<file path="config.mk">
export PLATFORM = sky130hd
export DESIGN_NAME = wb_port_arbiter_flat
export DESIGN_NICKNAME = d
export VERILOG_FILES = /design/src/rtl/wb_port_arbiter_if.sv /design/src/rtl/wb_port_arbiter.sv /design/src/flat_wrapper.sv
export SDC_FILE = /design/constraint.sdc
export NUM_CORES = 1
export LEC_CHECK = 0
export ABC_AREA = 1
export ABC_CLOCK_PERIOD_IN_PS = 1800
export CORE_MARGIN = 8
export CORE_UTILIZATION = 38
export DETAILED_ROUTE_END_ITERATION = 6
export PLACE_DENSITY = 0.8
export SLEW_MARGIN = 40
export SYNTH_ARGS = -nofsm -noshare
export SYNTH_HDL_FRONTEND = slang
export SYNTH_SLANG_ARGS = --single-unit
</file>
<file path="constraint.sdc">
create_clock -name clk -period 1.8 [get_ports clk]
set_clock_uncertainty 0.15 [all_clocks]
set_input_delay 0.18 -clock clk [delete_from_list [all_inputs] [get_ports clk]]
set_output_delay 0.18 -clock clk [all_outputs]
set_load 0.02 [all_outputs]
</file>
<file path="src/rtl/wb_port_arbiter_if.sv">
// Bundle for the write-back port arbiter: two requesters, the register-file
// write port and the outstanding-write scoreboard.
interface wb_port_arbiter_if #(
    parameter int DATA_W   = 32,
    parameter int NUM_REGS = 15
);
    logic                a_valid;
    logic [3:0]          a_dest;
    logic [DATA_W-1:0]   a_value;
    logic                a_ready;
    logic                b_valid;
    logic [3:0]          b_dest;
    logic [DATA_W-1:0]   b_value;
    logic                b_ready;
    logic                b_issue;
    logic [3:0]          b_issue_dest;
    logic                WB_WB_EN;
    logic [3:0]          WB_Dest;
    logic [DATA_W-1:0]   WB_Value;
    logic [NUM_REGS-1:0] pending;
    logic                dest_err;

    modport master (
        output a_valid, a_dest, a_value, b_valid, b_dest, b_value, b_issue, b_issue_dest,
        input  a_ready, b_ready, WB_WB_EN, WB_Dest, WB_Value, pending, dest_err
    );

    modport slave (
        input  a_valid, a_dest, a_value, b_valid, b_dest, b_value, b_issue, b_issue_dest,
        output a_ready, b_ready, WB_WB_EN, WB_Dest, WB_Value, pending, dest_err
    );
endinterface

</file>
<file path="src/rtl/wb_port_arbiter.sv">
// Round-robin arbiter sharing one registered register-file write port between the
// pipeline WB stage (A) and a multi-cycle unit (B), with a pending-write scoreboard for B.
module wb_port_arbiter #(
    parameter int DATA_W   = 32,
    parameter int NUM_REGS = 15
) (
    input logic              clk,
    input logic              rst,
    wb_port_arbiter_if.slave bus
);
    localparam logic        GNT_A      = 1'b0;
    localparam logic        GNT_B      = 1'b1;
    localparam logic [31:0] NUM_REGS_U = 32'(NUM_REGS);

    logic                last_grant_q, last_grant_d;
    logic                wb_en_q, wb_en_d;
    logic [3:0]          wb_dest_q, wb_dest_d;
    logic [DATA_W-1:0]   wb_value_q, wb_value_d;
    logic [NUM_REGS-1:0] pending_q, pending_d;
    logic                dest_err_q, dest_err_d;

    logic                grant_a, grant_b;
    logic                xfer, xfer_ok;
    logic [3:0]          xfer_dest;
    logic [DATA_W-1:0]   xfer_value;

    function automatic logic dest_in_range(input logic [3:0] d);
        return {28'd0, d} < NUM_REGS_U;
    endfunction

    // State register
    always_ff @(posedge clk) begin
        if (rst) begin
            last_grant_q <= GNT_B;
            wb_en_q      <= 1'b0;
            wb_dest_q    <= '0;
            wb_value_q   <= '0;
            pending_q    <= '0;
            dest_err_q   <= 1'b0;
        end else begin
            last_grant_q <= last_grant_d;
            wb_en_q      <= wb_en_d;
            wb_dest_q    <= wb_dest_d;
            wb_value_q   <= wb_value_d;
            pending_q    <= pending_d;
            dest_err_q   <= dest_err_d;
        end
    end

    // Next state
    always_comb begin
        last_grant_d = last_grant_q;
        wb_en_d      = 1'b0;
        wb_dest_d    = wb_dest_q;
        wb_value_d   = wb_value_q;
        pending_d    = pending_q;
        dest_err_d   = dest_err_q;
        xfer         = grant_a | grant_b;
        xfer_dest    = grant_a ? bus.a_dest  : bus.b_dest;
        xfer_value   = grant_a ? bus.a_value : bus.b_value;
        xfer_ok      = dest_in_range(xfer_dest);

        if (grant_a) begin
            last_grant_d = GNT_A;
        end else if (grant_b) begin
            last_grant_d = GNT_B;
        end

        // Out-of-range destinations are still handshaken but never reach the register file.
        if (xfer && xfer_ok) begin
            wb_en_d    = 1'b1;
            wb_dest_d  = xfer_dest;
            wb_value_d = xfer_value;
        end
        if (xfer && !xfer_ok) begin
            dest_err_d = 1'b1;
        end

        // Set after clear so a same-register issue overrides the retiring write.
        for (int r = 0; r < NUM_REGS; r++) begin
            if (grant_b && bus.b_dest == 4'(r)) begin
                pending_d[r] = 1'b0;
            end
            if (bus.b_issue && bus.b_issue_dest == 4'(r)) begin
                pending_d[r] = 1'b1;
            end
        end
    end

    // Outputs
    always_comb begin
        grant_a = 1'b0;
        grant_b = 1'b0;
        if (!rst) begin
            if (bus.a_valid && bus.b_valid) begin
                grant_a = (last_grant_q == GNT_B);
                grant_b = (last_grant_q == GNT_A);
            end else begin
                grant_a = bus.a_valid;
                grant_b = bus.b_valid;
            end
        end
    end

    assign bus.a_ready  = grant_a;
    assign bus.b_ready  = grant_b;
    assign bus.WB_WB_EN = wb_en_q;
    assign bus.WB_Dest  = wb_dest_q;
    assign bus.WB_Value = wb_value_q;
    assign bus.pending  = pending_q;
    assign bus.dest_err = dest_err_q;
endmodule

</file>
<file path="src/flat_wrapper.sv">
// flat-port wrapper written by rule: the top's interface ports become plain ports
module wb_port_arbiter_flat 
#(
    parameter int DATA_W   = 32,
    parameter int NUM_REGS = 15
)
  (clk, rst, bus_a_valid, bus_a_dest, bus_a_value, bus_b_valid, bus_b_dest, bus_b_value, bus_b_issue, bus_b_issue_dest, bus_a_ready, bus_b_ready, bus_WB_WB_EN, bus_WB_Dest, bus_WB_Value, bus_pending, bus_dest_err);
  wb_port_arbiter_if #(.DATA_W(DATA_W), .NUM_REGS(NUM_REGS)) bus_i ();
  input logic clk;
  input logic rst;
  input wire logic [$bits(bus_i.a_valid)-1:0] bus_a_valid;
  input wire logic [$bits(bus_i.a_dest)-1:0] bus_a_dest;
  input wire logic [$bits(bus_i.a_value)-1:0] bus_a_value;
  input wire logic [$bits(bus_i.b_valid)-1:0] bus_b_valid;
  input wire logic [$bits(bus_i.b_dest)-1:0] bus_b_dest;
  input wire logic [$bits(bus_i.b_value)-1:0] bus_b_value;
  input wire logic [$bits(bus_i.b_issue)-1:0] bus_b_issue;
  input wire logic [$bits(bus_i.b_issue_dest)-1:0] bus_b_issue_dest;
  output wire logic [$bits(bus_i.a_ready)-1:0] bus_a_ready;
  output wire logic [$bits(bus_i.b_ready)-1:0] bus_b_ready;
  output wire logic [$bits(bus_i.WB_WB_EN)-1:0] bus_WB_WB_EN;
  output wire logic [$bits(bus_i.WB_Dest)-1:0] bus_WB_Dest;
  output wire logic [$bits(bus_i.WB_Value)-1:0] bus_WB_Value;
  output wire logic [$bits(bus_i.pending)-1:0] bus_pending;
  output wire logic [$bits(bus_i.dest_err)-1:0] bus_dest_err;
  assign bus_i.a_valid = bus_a_valid;
  assign bus_i.a_dest = bus_a_dest;
  assign bus_i.a_value = bus_a_value;
  assign bus_i.b_valid = bus_b_valid;
  assign bus_i.b_dest = bus_b_dest;
  assign bus_i.b_value = bus_b_value;
  assign bus_i.b_issue = bus_b_issue;
  assign bus_i.b_issue_dest = bus_b_issue_dest;
  assign bus_a_ready = bus_i.a_ready;
  assign bus_b_ready = bus_i.b_ready;
  assign bus_WB_WB_EN = bus_i.WB_WB_EN;
  assign bus_WB_Dest = bus_i.WB_Dest;
  assign bus_WB_Value = bus_i.WB_Value;
  assign bus_pending = bus_i.pending;
  assign bus_dest_err = bus_i.dest_err;
  wb_port_arbiter #(.DATA_W(DATA_W), .NUM_REGS(NUM_REGS)) u_core (.clk(clk), .rst(rst), .bus(bus_i));
endmodule
</file>
# After elaboration in Yosys (flattened, before gate mapping)
# Cells that the tools add are included.
# word_totals
latchBits	0
reg_bits	54
mem_count	0
mem_bits_ro	0
mem_bits_rw	0
input_bits	81
# classes
reduce_logical	52
n_div	0
order_cmp	1
shift	0
multipliers	0
bitwise_logic	2
n_mux	39
add_sub_neg	0
n_eq_ne	28
# ops
cell	n
== test 4 bit, second input constant	14
2-to-1 mux 1 bit	37
logical AND 1 bit	33
== test 4 x 3 -> 1 bit, second input constant	8
2-to-1 mux 32 bit	1
nonzero test 2 bit	16
== test 4 x 2 -> 1 bit, second input constant	4
== test 4 x 1 -> 1 bit, second input constant	2
logical NOT 4 bit	2
< comparator 4 bit, second input constant	1
2-to-1 mux 4 bit	1
logical NOT 1 bit	1
inverter 1 bit	1
bitwise OR 1 bit	1

# Depth between registers and ports, before layout
# Gate-level depths: netlist of the first run.
# logic_depth
ltp_word	7
ltp_mapped	12
ltp_nobuf	10

# Worst setup path before layout of the first run
# OpenSTA, ideal clock, no wires.
# synth_timing
path_kind	register to register
startpoint	register u_core.last_grant_q
endpoint	register u_core.wb_dest_q[3] (netlist: u_core.bus.WB_Dest[3])
path_stages_with_launch	13
t_required_ns	1.537
arrival_time_ns	1.422
slack_ns	0.115
cell_sequence	dfxtp_1 -> inv_1 -> nand2_1 -> nand2_2 -> buf_6 -> nand2_1 -> nand2_1 -> nor2_2 -> nand2_2 -> buf_6 -> buf_6 -> a21oi_2 -> nor2_1
# synth_between
elab_chain_len	5
# synth_lines
element	line	text
start, declared	wb_port_arbiter.sv:15	logic last_grant_q, last_grant_d;
start signal, assigned	wb_port_arbiter.sv:41	last_grant_q <= last_grant_d;
2-to-1 mux 1 bit / inverter 1 bit (equally long branches)	wb_port_arbiter.sv:95, wb_port_arbiter.sv:97	
2-to-1 mux 1 bit (on tied branches)	wb_port_arbiter.sv:94, wb_port_arbiter.sv:95	
2-to-1 mux 4 bit / 2-to-1 mux 1 bit (equally long branches)	wb_port_arbiter.sv:59, wb_port_arbiter.sv:94	
< comparator 4 bit / bitwise OR 1 bit (equally long branches)	wb_port_arbiter.sv:28, wb_port_arbiter.sv:58	
logical AND 1 bit	wb_port_arbiter.sv:70	if (xfer && xfer_ok) begin
end signal, assigned	wb_port_arbiter.sv:43	wb_dest_q <= wb_dest_d;
end, declared	wb_port_arbiter.sv:17	logic [3:0] wb_dest_q, wb_dest_d;
# Parallel ways exist; a longest one is shown, timed or not.
# A chain may end at the register's enable or synchronous reset.

# Worst setup path in the final report of the first run
# layout_timing
startpoint	input bus_b_valid
endpoint	register u_core.wb_dest_q[3] (netlist: u_core.bus.WB_Dest[3])
# layout_between
elab_chain_len	6
# layout_lines
element	line	text
start, declared	flat_wrapper.sv:14	input wire logic [$bits(bus_i.b_valid)-1:0] bus_b_valid;
logical AND 1 bit	wb_port_arbiter.sv:95	if (bus.a_valid && bus.b_valid) begin
2-to-1 mux 1 bit	wb_port_arbiter.sv:95	
2-to-1 mux 1 bit	wb_port_arbiter.sv:94	if (!rst) begin
2-to-1 mux 4 bit	wb_port_arbiter.sv:59	xfer_dest = grant_a ? bus.a_dest : bus.b_dest;
< comparator 4 bit	wb_port_arbiter.sv:28	return {28'd0, d} < NUM_REGS_U;
logical AND 1 bit	wb_port_arbiter.sv:70	
# Parallel ways exist; a longest one is shown, timed or not.

==> results of run 1 <==
power by group:
group          switching, mW  internal [mW]
clock                  0.397          0.310
sequential            0.0593           1.29
combinational          0.540          0.554
critical path: stages:
cell and delay, ns:
clkdlybuf4s50_1 0.51, nand2_2 0.11, buf_6 0.14, nand3b_1 0.10, nand2_2 0.10, nor2_4 0.16
nand2_8 0.11, clkbuf_16 0.21, a21oi_2 0.12, nor2_1 0.05
synth_stat cells:
cell type | count | share of area (%)
nand2_1 | 183 | 23
dfxtp_1 | 54 | 36
inv_1 | 53 | 6.6
nand3_1 | 44 | 7.3
nor2_1 | 42 | 5.2
a21oi_2 | 30 | 8.7
a21oi_1 | 22 | 3.7
buf_2 | 9 | 1.5
clkbuf_1 | 9 | 1.1
buf_6 | 6 | 2.2
nor3_1 | 5 | 0.83
buf_1 | 3 | 0.37
nand3b_1 | 3 | 0.75
o21ai_0 | 3 | 0.50
nand2_2 | 2 | 0.42
nor2_2 | 2 | 0.42
buf_4 | 1 | 0.25
clkinv_1 | 1 | 0.12
inv_2 | 1 | 0.12
nor2_8 | 1 | 0.67
o211ai_1 | 1 | 0.25
kinds of logic after synthesis:
group	Yosys count	synth area share, %
compound gates	56	13.16
simple gates	282	38.51
buf+inv	83	12.36
flops	54	35.97
final timing paths:
kind | to | slack (ns) | depth (start not counted)
worst max register to register | u_core.bus.WB_Dest[3]$_SDFFE_PP0P_ | 0.08 | 10
worst min register to register | u_core.bus.WB_Dest[1]$_SDFFE_PP0P_ | 0.31 | 2
worst max-delay path | u_core.bus.WB_Dest[3]$_SDFFE_PP0P_ | 0.06 | 10
worst min-delay path | u_core.last_grant_q$_SDFFE_PP1P_ | 0.02 | 2
flip-flops by register name (all words and copies together), names as in the netlist:
register and flops:
u_core.last_grant_q 1, u_core.bus.WB_Value 32, u_core.bus.WB_Dest 4, u_core.bus.dest_err 1, u_core.bus.pending 15, u_core.bus.WB_WB_EN 1
per-layer routing:
metal	vias up	part of all wire [%]	GRT usage (%)
li1	1753	-	-
met1	1559	42	19.75
met2	125	50	30.68
met3	8	6.9	4.607
met4	0	0.98	3.466
met5	-	0	0
through the flow:
| stage | util (%) | instances | TNS (ns) | cell area (um2) |
|---|---|---|---|---|
| finish | 62.73 | 725 | 0 | 4822 |
| global route | 62.73 | 725 | -0.008434 | 4822 |
| CTS | 60.87 | 720 | 0 | 4679 |
| detailed placement | 59.67 | 712 | -12.06 | 4587 |
| global placement | 59.67 | 712 | -9.206 | 4587 |
| floorplan | - | 475 | 0 | 3005 |
cells in the final DEF (no fill, tap or decap), types with 2 or more instances in the layout:
master	count
a21oi_1	22
a21oi_2	30
buf_12	4
buf_4	24
buf_6	2
clkbuf_16	3
clkbuf_8	6
clkdlybuf4s50_1	131
dfxtp_1	53
dlygate4sd2_1	2
dlymetal6s2s_1	2
inv_1	52
inv_2	2
nand2_1	178
nand2_2	4
nand2_4	2
nand3_1	44
nand3b_1	3
nor2_1	42
nor2_4	2
nor3_1	5
o21ai_0	3
area by class of cell:
class                      count  area, um2  area share, %
tap                          102      127.6          2.647
clock buffer                   6      82.58          1.713
timing repair buffer         168       1712          35.50
sequential                    54       1082          22.44
clock inverter                 2      12.51         0.2595
inverter                      55      206.4          4.281
multi-input combinational    338       1599          33.16
repair_timing:
item,4_1_cts,5_1_grt
setup endpoints to repair,2,38
cloned,0,3
gates resized for setup,2,15
hold buffers,0,0
setup buffers,0,2
pin swaps,0,5
==> impl_metrics.ini, run 1 <==
[floorplan]
design.die.area_um2 = 11010
die_h_um = 104.9
io_pins = 136
rows = 32
core_area_um2 = 7687
floorplan.die.width_um = 104.9
initial_utilization_pct = 39.10

[sta]
setup_ws_ns = 0.05824
rel_slew_slack_pct = 72.93
layout_min_cycle_time_ns = 1.742
worst_hold_slack_after_final_layout_ns = 0.01802
worstMarginPinSlew_ns = 0.4030
timing.fmax_ghz = 0.5741
drv_slew = 0
setup_viol_count_final = 0
final.period_utilization_pct = 96.76
hold_violations = 0

[worst_setup_path]
cp_data_required_time_ns = 1.85
end_kind = flop
crit_path_start_kind = primary input
r2r-start = u_core.last_grant_q$_SDFFE_PP1P_
startpoint = bus_b_valid
endpoint_arrival_time_on_the_critical_path_ns = 1.80
worst-setup-path-type = in -> reg
critical_path_peak_fanout = 16

[synthesis]
synth_cells = 475
ys_seq_area_share_pct = 35.97
syn-mean-instance-area_um2 = 6.327
netlist-cell-type-count = 21
synth.cell_area_um2 = 3005
yosys_register_bits = 54
postSynthNetCount = 556
yosysWarningCount = 0

[run_status]
run_status = complete, no violations

[clocking]
ctsRootBufferMaster = clkbuf_8
tritoncts = yes
worstSkewPairLatency_ns = 0.31
cts.htree.levels = 2
cts_buffer_depth = 2
clk_pin_slew_ns = 0.10
number_of_cts_inserted_buffers = 5
cts_num_sinks = 54

[finish]
final.fill_count = 690
nNetsFinal = 703
diodes_inserted = 0
areaGrowthSynthToFinish_pct = 60.45
final_layout_size_suffix_gt1_share_pct = 13.48

[global_route]
grt_remaining_overflow = 0
grt_pass1_vias = 3426
global_route.usage.total_pct = 17.07
first_pass_grt_wire_length_mm = 16.01
pin_count_of_the_biggest_net_entering_global_routing = 38
antenna_found_initial = 0

[power_and_ir_drop]
power_per_cell_area_nw_per_um2 = 653.3
peakVddDrop_mv = 0.2888
total_leakage_power_nw = 2.226
total_power_mw = 3.150

[drt]
detail_route.iter0.violations = 102
dr.pass1.iters = 4
wl_per_cell_um = 13.96
finalWirelength_mm = 10.12
detail_route.vias_per_cell = 4.752
dr_total_vias = 3445
drcViolationCount = 0
detail-route-antenna-nets = 0

[run]
max_cap_violations = 0

[place]
hpwlAfterDp_mm = 7.566
routabilityCongestion = 0.8553
dp_worst_slack_ns = -0.3119
port-buffer-count = 135

[worst_hold_path]
holdCritStartpoint = bus_a_valid
min_path_type = in -> reg
(Power assumes the default switching activity.)
==> inputs of run 2 (changes only) <==
--- a/config.mk
+++ b/config.mk
@@ -5,10 +5,9 @@
 export SDC_FILE = /design/constraint.sdc
 export NUM_CORES = 1
 export LEC_CHECK = 0
-export ABC_AREA = 1
 export ABC_CLOCK_PERIOD_IN_PS = 1800
 export CORE_MARGIN = 8
-export CORE_UTILIZATION = 38
+export CORE_UTILIZATION = 37
 export DETAILED_ROUTE_END_ITERATION = 6
 export PLACE_DENSITY = 0.8
 export SLEW_MARGIN = 40
==> run 2 against run 1 <==
The flow now finishes with violations (setup timing). Register-to-register slack worse by 0.15 ns. Synthesized cell count fell by 43%. Die area fell by 5.0%. Fmax decreased by 6.7%. Global-route usage about the same. Combinational power decreased by 31%. Sequential share of layout area is 1.2 points higher. Area after synthesis fell by 8.3%. Critical path type is now reg -> reg. Critical endpoint is now u_core.bus.WB_Value[10]$_SDFFE_PP0P_. Largest cell class unchanged. Highest routed layer unchanged.
==> impl_metrics.ini, run 2 <==
[synthesis]
netlist-cell-type-count = 31
yosysTopAreaCell = dfxtp_1
synth_commonest_cells = dfxtp_1 (54), mux2i_1 (35), o311ai_0 (35), o31ai_2 (28), clkbuf_1 (24)
netlist.area_leader.share_pct = 39.24
synth.mux.area_fraction_pct = 12.72
async_flop_share_pct = 0
synth-compound-area-share_pct = 33.38
synthSimpleGateAreaFrac_pct = 8.356
synth_cells = 273
synth.cell_area_um2 = 2755
ys_seq_area_share_pct = 39.24
predominant_post_synthesis_flop_cell = dfxtp_1
postSynthNetCount = 354
yosysMostFrequentCell = dfxtp_1
synth_xor_area_share_pct = 0
synth_area_leaders = dfxtp_1 (39%), mux2i_1 (13%), o31ai_2 (13%)
yosys_register_bits = 54
yosys.area_share.adder_pct = 0
yosysWarningCount = 0
syn-mean-instance-area_um2 = 10.09
synth_top_family_by_area = compound AO/OA/AOI/OAI gates
number_of_enable_type_register_cells_in_the_synthesized_netlist = 0

[global_route]
first_pass_grt_wire_length_mm = 14.53
grt_pass1_vias = 2878
antenna_found_initial = 0
pin_count_of_the_biggest_net_entering_global_routing = 46
global_route.usage.total_pct = 17.11
grt_remaining_overflow = 0

[sta]
worst_hold_slack_after_final_layout_ns = 0.1730
setup_viol_count_final = 35
rsz_0062_raised_after_global_routing = true
final.period_utilization_pct = 103.7
setup_ws_ns = -0.06649
timing.fmax_ghz = 0.5358
rel_slew_slack_pct = 71.18
layout_min_cycle_time_ns = 1.866
hold_violations = 0
drv_slew = 0
worstMarginPinSlew_ns = 0.4269

[finish]
diodes_inserted = 0
layout.cells.most_common_list = clkdlybuf4s50_1 (130), dfxtp_1 (53), mux2i_1 (35), o311ai_0 (35), o31ai_2 (30)
layout.cells.most_common = clkdlybuf4s50_1
areaGrowthSynthToFinish_pct = 66.21
instances_no_fill = 515
final_layout_size_suffix_gt1_share_pct = 19.47
largest_reg_flops = 32
nNetsFinal = 496

[drt]
detail_route.iter0.violations = 81
finalWirelength_mm = 9.224
wl_per_cell_um = 17.91
drcViolationCount = 0
dr_total_vias = 2834
detail-route-antenna-nets = 0
detail_route.vias_per_cell = 5.503
dr.pass1.iters = 4

[worst_setup_path]
startpoint = u_core.last_grant_q$_SDFFE_PP1P_
worst-setup-path-type = reg -> reg
regToRegSetupSlack_ns = -0.07
end_kind = flop
cpMaxStageDelayCell = or4_4
critical_path_peak_fanout = 19
crit_path_max_incr_delay_ns = 0.56
cpLargestDelayFamily = simple AND/OR/NAND/NOR gates
critical_path.cell_chain = nand2b_4 > buf_6 > a311oi_4 > or4_4 > buf_12 > o31ai_1
cp_data_required_time_ns = 1.87
worst_r2r_path_depth = 6
r2r-start = u_core.last_grant_q$_SDFFE_PP1P_
endpoint_arrival_time_on_the_critical_path_ns = 1.94
critPathBufInv = 2
crit-reg2reg-capture = u_core.bus.WB_Value[10]$_SDFFE_PP0P_
crit_path_start_kind = flop

[clocking]
cts_num_sinks = 54
cts.htree.levels = 2
number_of_cts_inserted_buffers = 5
clk_pin_slew_ns = 0.09
worstSkewPairLatency_ns = 0.30
ctsRootBufferMaster = clkbuf_8
cts_buffer_depth = 2
tritoncts = yes

[floorplan]
design.die.area_um2 = 10460
floorplan.die.width_um = 102.3
core_area_um2 = 7214
io_pins = 136
die_h_um = 102.3
rows = 31
initial_utilization_pct = 38.19

[power_and_ir_drop]
peakVddDrop_mv = 0.3583
total_leakage_power_nw = 1.738
power_per_cell_area_nw_per_um2 = 659.3

[place]
hpwlAfterDp_mm = 6.835
port-buffer-count = 135
place_inst = 505
routabilityCongestion = 0.8802

[run_status]
violations_in_the_final_reports = setup timing
run_status = complete, but fails checks

[worst_hold_path]
min_to = u_core.bus.WB_Dest[2]$_SDFFE_PP0P_
min_path_type = in -> reg
holdCritStartpoint = rst
worst_hold_path.num_cells = 5

[run]
max_cap_violations = 0
## run 2: repair_timing
action / CTS / global route
gates cloned: 1 / 0
endpoints found under the hold margin: 0 / 0
resized for setup: 9 / 2
hold buffers: 0 / 0
setup buffers: 1 / 0
pin swaps: 1 / 0
setup endpoints to repair: 41 / 41
## run 2: cell families (layout without fill, tap and decap cells)
logic type / after synthesis / count (layout)
flip-flops: 54 / 54
multiplexers: 35 / 35
buffers and inverters: 39 / 182
AO/OA/AOI/OAI: 103 / 103
AND/OR/NAND/NOR: 42 / 42
## run 2: layer usage
metal,vias up,wire length (um),GRT usage (%),part of all wire [%]
li1,1370,-,-,-
met1,1367,3947,19.90,43
met2,93,4444,29.64,48
met3,4,793,5.654,8.6
met4,0,39,3.725,0.42
met5,-,0,0,0
## run 2: worst max path at each step
stage	depth (start not counted)	end
final	6	u_core.bus.WB_Value[10]$_SDFFE_PP0P_
after global routing	6	u_core.bus.WB_Value[8]$_SDFFE_PP0P_
after CTS	5	u_core.bus.WB_Value[8]$_SDFFE_PP0P_
after detailed placement	6	u_core.bus.WB_Value[31]$_SDFFE_PP0P_
after global placement	6	u_core.bus.WB_Value[9]$_SDFFE_PP0P_
after floorplan	7	u_core.bus.WB_Value[18]$_SDFFE_PP0P_
## run 2: metrics by stage
stage	TNS [ns]	instance area (um2)	util (%)	setup WS (ns)	total power [mW]
3_3_place_gp	-19.74	4382	60.74	-0.4692	2.030
6_report	-1.480	4579	63.48	-0.06649	3.019
4_1_cts	-1.596	4572	63.37	-0.08510	3.045
3_5_place_dp	-20.83	4382	60.74	-0.5185	2.045
2_1_floorplan	-3.018	2785	-	-0.1071	1.639
5_1_grt	-3.638	4579	63.48	-0.1543	3.154
## run 2: area by class of cell
class                   count  area [um2]
clock inverters             2       60.06
inverters                   8       30.03
multi-input cells         180        1562
flip-flops and latches     54        1082
fillers                   604        2635
well taps                  99       123.9
clock buffers               6       82.58
repair buffers            166        1639
## run 2: worst min-delay path, delay by kind of cell
kind / cells / cell delay (ns)
buffers and inverters: 2 / 0.25
AO/OA/AOI/OAI: 3 / 0.15
## run 2: report_power, final
part / internal (mW) / leakage, nW / switching [mW]
Sequential: 1.25 / 0.441 / 0.0270
Combinational: 0.403 / 1.23 / 0.349
Clock: 0.593 / 0.0714 / 0.396
Total: 2.25 / 1.74 / 0.772
==> inputs of run 3 (changes only) <==
--- a/config.mk
+++ b/config.mk
@@ -6,10 +6,11 @@
 export NUM_CORES = 1
 export LEC_CHECK = 0
 export ABC_CLOCK_PERIOD_IN_PS = 1800
-export CORE_MARGIN = 8
-export CORE_UTILIZATION = 37
+export CORE_MARGIN = 5
+export CORE_UTILIZATION = 57
 export DETAILED_ROUTE_END_ITERATION = 6
-export PLACE_DENSITY = 0.8
+export DONT_BUFFER_PORTS = 1
+export PLACE_DENSITY = 0.76
 export SLEW_MARGIN = 40
 export SYNTH_ARGS = -nofsm -noshare
 export SYNTH_HDL_FRONTEND = slang
==> run 3 against run 2 <==
The flow finishes with violations (hold timing, setup timing). Total power fell by 22%. First-iteration DRC count rose by 48%. Critical path depth fell by 1. Final cell count fell by 33%. Via count fell by 19%. Hold slack got worse by 0.37 ns. Clock-buffer cell count did not move. Non-clock buffer count fell by 139. Die area fell by 40%. Clock power fell by 33%. Global-route usage rose by 5.6 points. Critical path type unchanged. Highest routed layer unchanged.
==> impl_metrics.ini, run 3 (synthesis results as in run 2) <==
[run_status]
run_status = complete, but fails checks
violations_in_the_final_reports = hold timing, setup timing

[floorplan]
floorplan.die.width_um = 79.53
design.die.area_um2 = 6324
die_h_um = 79.53
core_area_um2 = 4723
io_pins = 136
rows = 25
initial_utilization_pct = 58.33

[finish]
diodes_inserted = 0
final_layout_size_suffix_gt1_share_pct = 22.74
nNetsFinal = 357
areaGrowthSynthToFinish_pct = 13.94
layout.cells.most_common = dfxtp_1
multiInputGateArea_um2 = 1567
layout.cells.most_common_list = dfxtp_1 (53), mux2i_1 (35), o31ai_2 (32)
largest_reg_flops = 32
area.sequential_um2 = 1082
final.fill_count = 377

[clocking]
cts_num_sinks = 54
ctsRootBufferMaster = clkbuf_8
cts.htree.levels = 2
postCtsSetupRepairBufs = 0
tritoncts = yes
clk_pin_slew_ns = 0.09
worstSkewPairLatency_ns = 0.30
number_of_cts_inserted_buffers = 5
cts_buffer_depth = 2

[sta]
hold_violations = 46
rel_slew_slack_pct = 71.33
worst_hold_slack_after_final_layout_ns = -0.1949
setup_ws_ns = -0.01280
layout_min_cycle_time_ns = 1.813
drv_slew = 0
rsz_0062_raised_after_global_routing = true
setup_viol_count_final = 7
worstMarginPinSlew_ns = 0.4247
timing.fmax_ghz = 0.5516
final.period_utilization_pct = 100.7

[global_route]
grt_pass1_vias = 2349
global_route.usage.met1_pct = 27.18
grt_use_met2_pct = 37.98
grt_remaining_overflow = 0
most_heavily_used_metal_layer_in_global_routing = met2
antenna_found_initial = 0
first_pass_grt_wire_length_mm = 11.38
global_route.usage.total_pct = 22.76
pin_count_of_the_biggest_net_entering_global_routing = 55
grt_use_met3_pct = 7.449

[worst_setup_path]
crit_path_start_kind = flop
worst-setup-path-type = reg -> reg
end_kind = flop
startpoint = u_core.last_grant_q$_SDFFE_PP1P_
regToRegSetupSlack_ns = -0.01
cp_data_required_time_ns = 1.87
critical_path.cell_chain = nand2b_4 > nor4bb_4 > or4_4 > buf_12 > o31ai_2
cpMaxStageDelayCell = or4_4
cpLargestDelayFamily = simple AND/OR/NAND/NOR gates
crit_path_max_incr_delay_ns = 0.58
r2r-start = u_core.last_grant_q$_SDFFE_PP1P_
critical_path_peak_fanout = 16
critPathBufInv = 1
endpoint_arrival_time_on_the_critical_path_ns = 1.88

[power_and_ir_drop]
share_clk_of_total_power_pct = 27.9
intPower_mw = 1.689
switching_share_pct = 28.55
peakVddDrop_mv = 0.4647
total_leakage_power_nw = 1.173
power.sequential.fraction_pct = 57.3
p_comb_share_pct = 14.8
power.net_switching_uw = 674.7
power_per_cell_area_nw_per_um2 = 752.8

[run]
max_cap_violations = 0

[drt]
finalWirelength_mm = 7.280
drcViolationCount = 0
wl_per_cell_um = 21.16
detail_route.iter0.violations = 120
detail-route-antenna-nets = 0
dr.pass1.iters = 4
dr_total_vias = 2293
detail_route.vias_per_cell = 6.666

[worst_hold_path]
min_path_type = in -> reg
holdCritStartpoint = rst

[place]
dp_worst_slack_ns = -0.1878
routabilityCongestion = 0.8003
hpwlAfterDp_mm = 4.742
port-buffer-count = 0
-- run 3: cell types whose count changed in the layout (fill, tap and decap cells not counted), sizes merged --
cell	change
clkdlybuf4s50	-130
dlymetal6s2s	-1
clkinv	+2
buf	-17
dlygate4sd2	-3
dlygate4sd3	+12
bufinv	-2
-- run 3: layer usage --
layer | part of all wire, % | vias up | wire length (um)
met2 | 49 | 104 | 3598
met3 | 10 | 13 | 728
met5 | 0 | - | 0
met4 | 2.1 | 0 | 153
met1 | 38 | 1082 | 2800
li1 | - | 1094 | -
-- run 3: metrics by stage --
stage / power, mW / std cells / area (um2) / util, % / setup TNS, ns
global placement: 1.680 / 323 / 2883 / 61.03 / -4.507
detailed placement: 1.687 / 323 / 2883 / 61.03 / -5.522
finish: 2.363 / 344 / 3139 / 66.46 / -0.04255
CTS: 2.385 / 344 / 3124 / 66.15 / -0.1546
global route: 2.483 / 344 / 3139 / 66.46 / -2.016
floorplan: 1.639 / 273 / 2785 / - / -3.018
-- run 3: what timing repair did --
item	4_1_cts	5_1_grt
setup endpoints to repair	36	36
gates resized for setup	3	7
gates cloned	1	0
pin swaps	1	0
endpoints found under the hold margin	53	47
hold buffers	12	1
-- run 3: worst register-to-register path: stages (launching register included) --
cell	delay (ns)
dfxtp_2	0.33
nand2b_4	0.15
nor4bb_4	0.15
or4_4	0.58
buf_12	0.19
o31ai_2	0.18
-- run 3: final cells by class --
cell class / instances / share of cell area, %
Inverter: 8 / 0.9566
Clock inverter: 2 / 0.4384
Multi-Input combinational cell: 180 / 49.90
Clock buffer: 6 / 2.312
Sequential cell: 54 / 34.48
Tap cell: 67 / 2.670
Timing Repair Buffer: 27 / 9.247
-- run 3: power groups by stage --
stage / combinational [mW] / sequential [mW] / clock, mW
finish: 0.351 / 1.35 / 0.659
global route: 0.381 / 1.36 / 0.741
CTS: 0.348 / 1.36 / 0.682
detailed placement: 0.303 / 1.38 / 0
global placement: 0.298 / 1.38 / 0
floorplan: 0.269 / 1.37 / 0
-- run 3: final timing paths --
check | to | cells after the start
min reg2reg | u_core.bus.dest_err$_SDFFE_PP0P_ | 2
max reg2reg | u_core.bus.WB_Value[14]$_SDFFE_PP0P_ | 5
min | u_core.bus.pending[13]$_SDFFE_PP0P_ | 1
max | u_core.bus.WB_Value[14]$_SDFFE_PP0P_ | 5
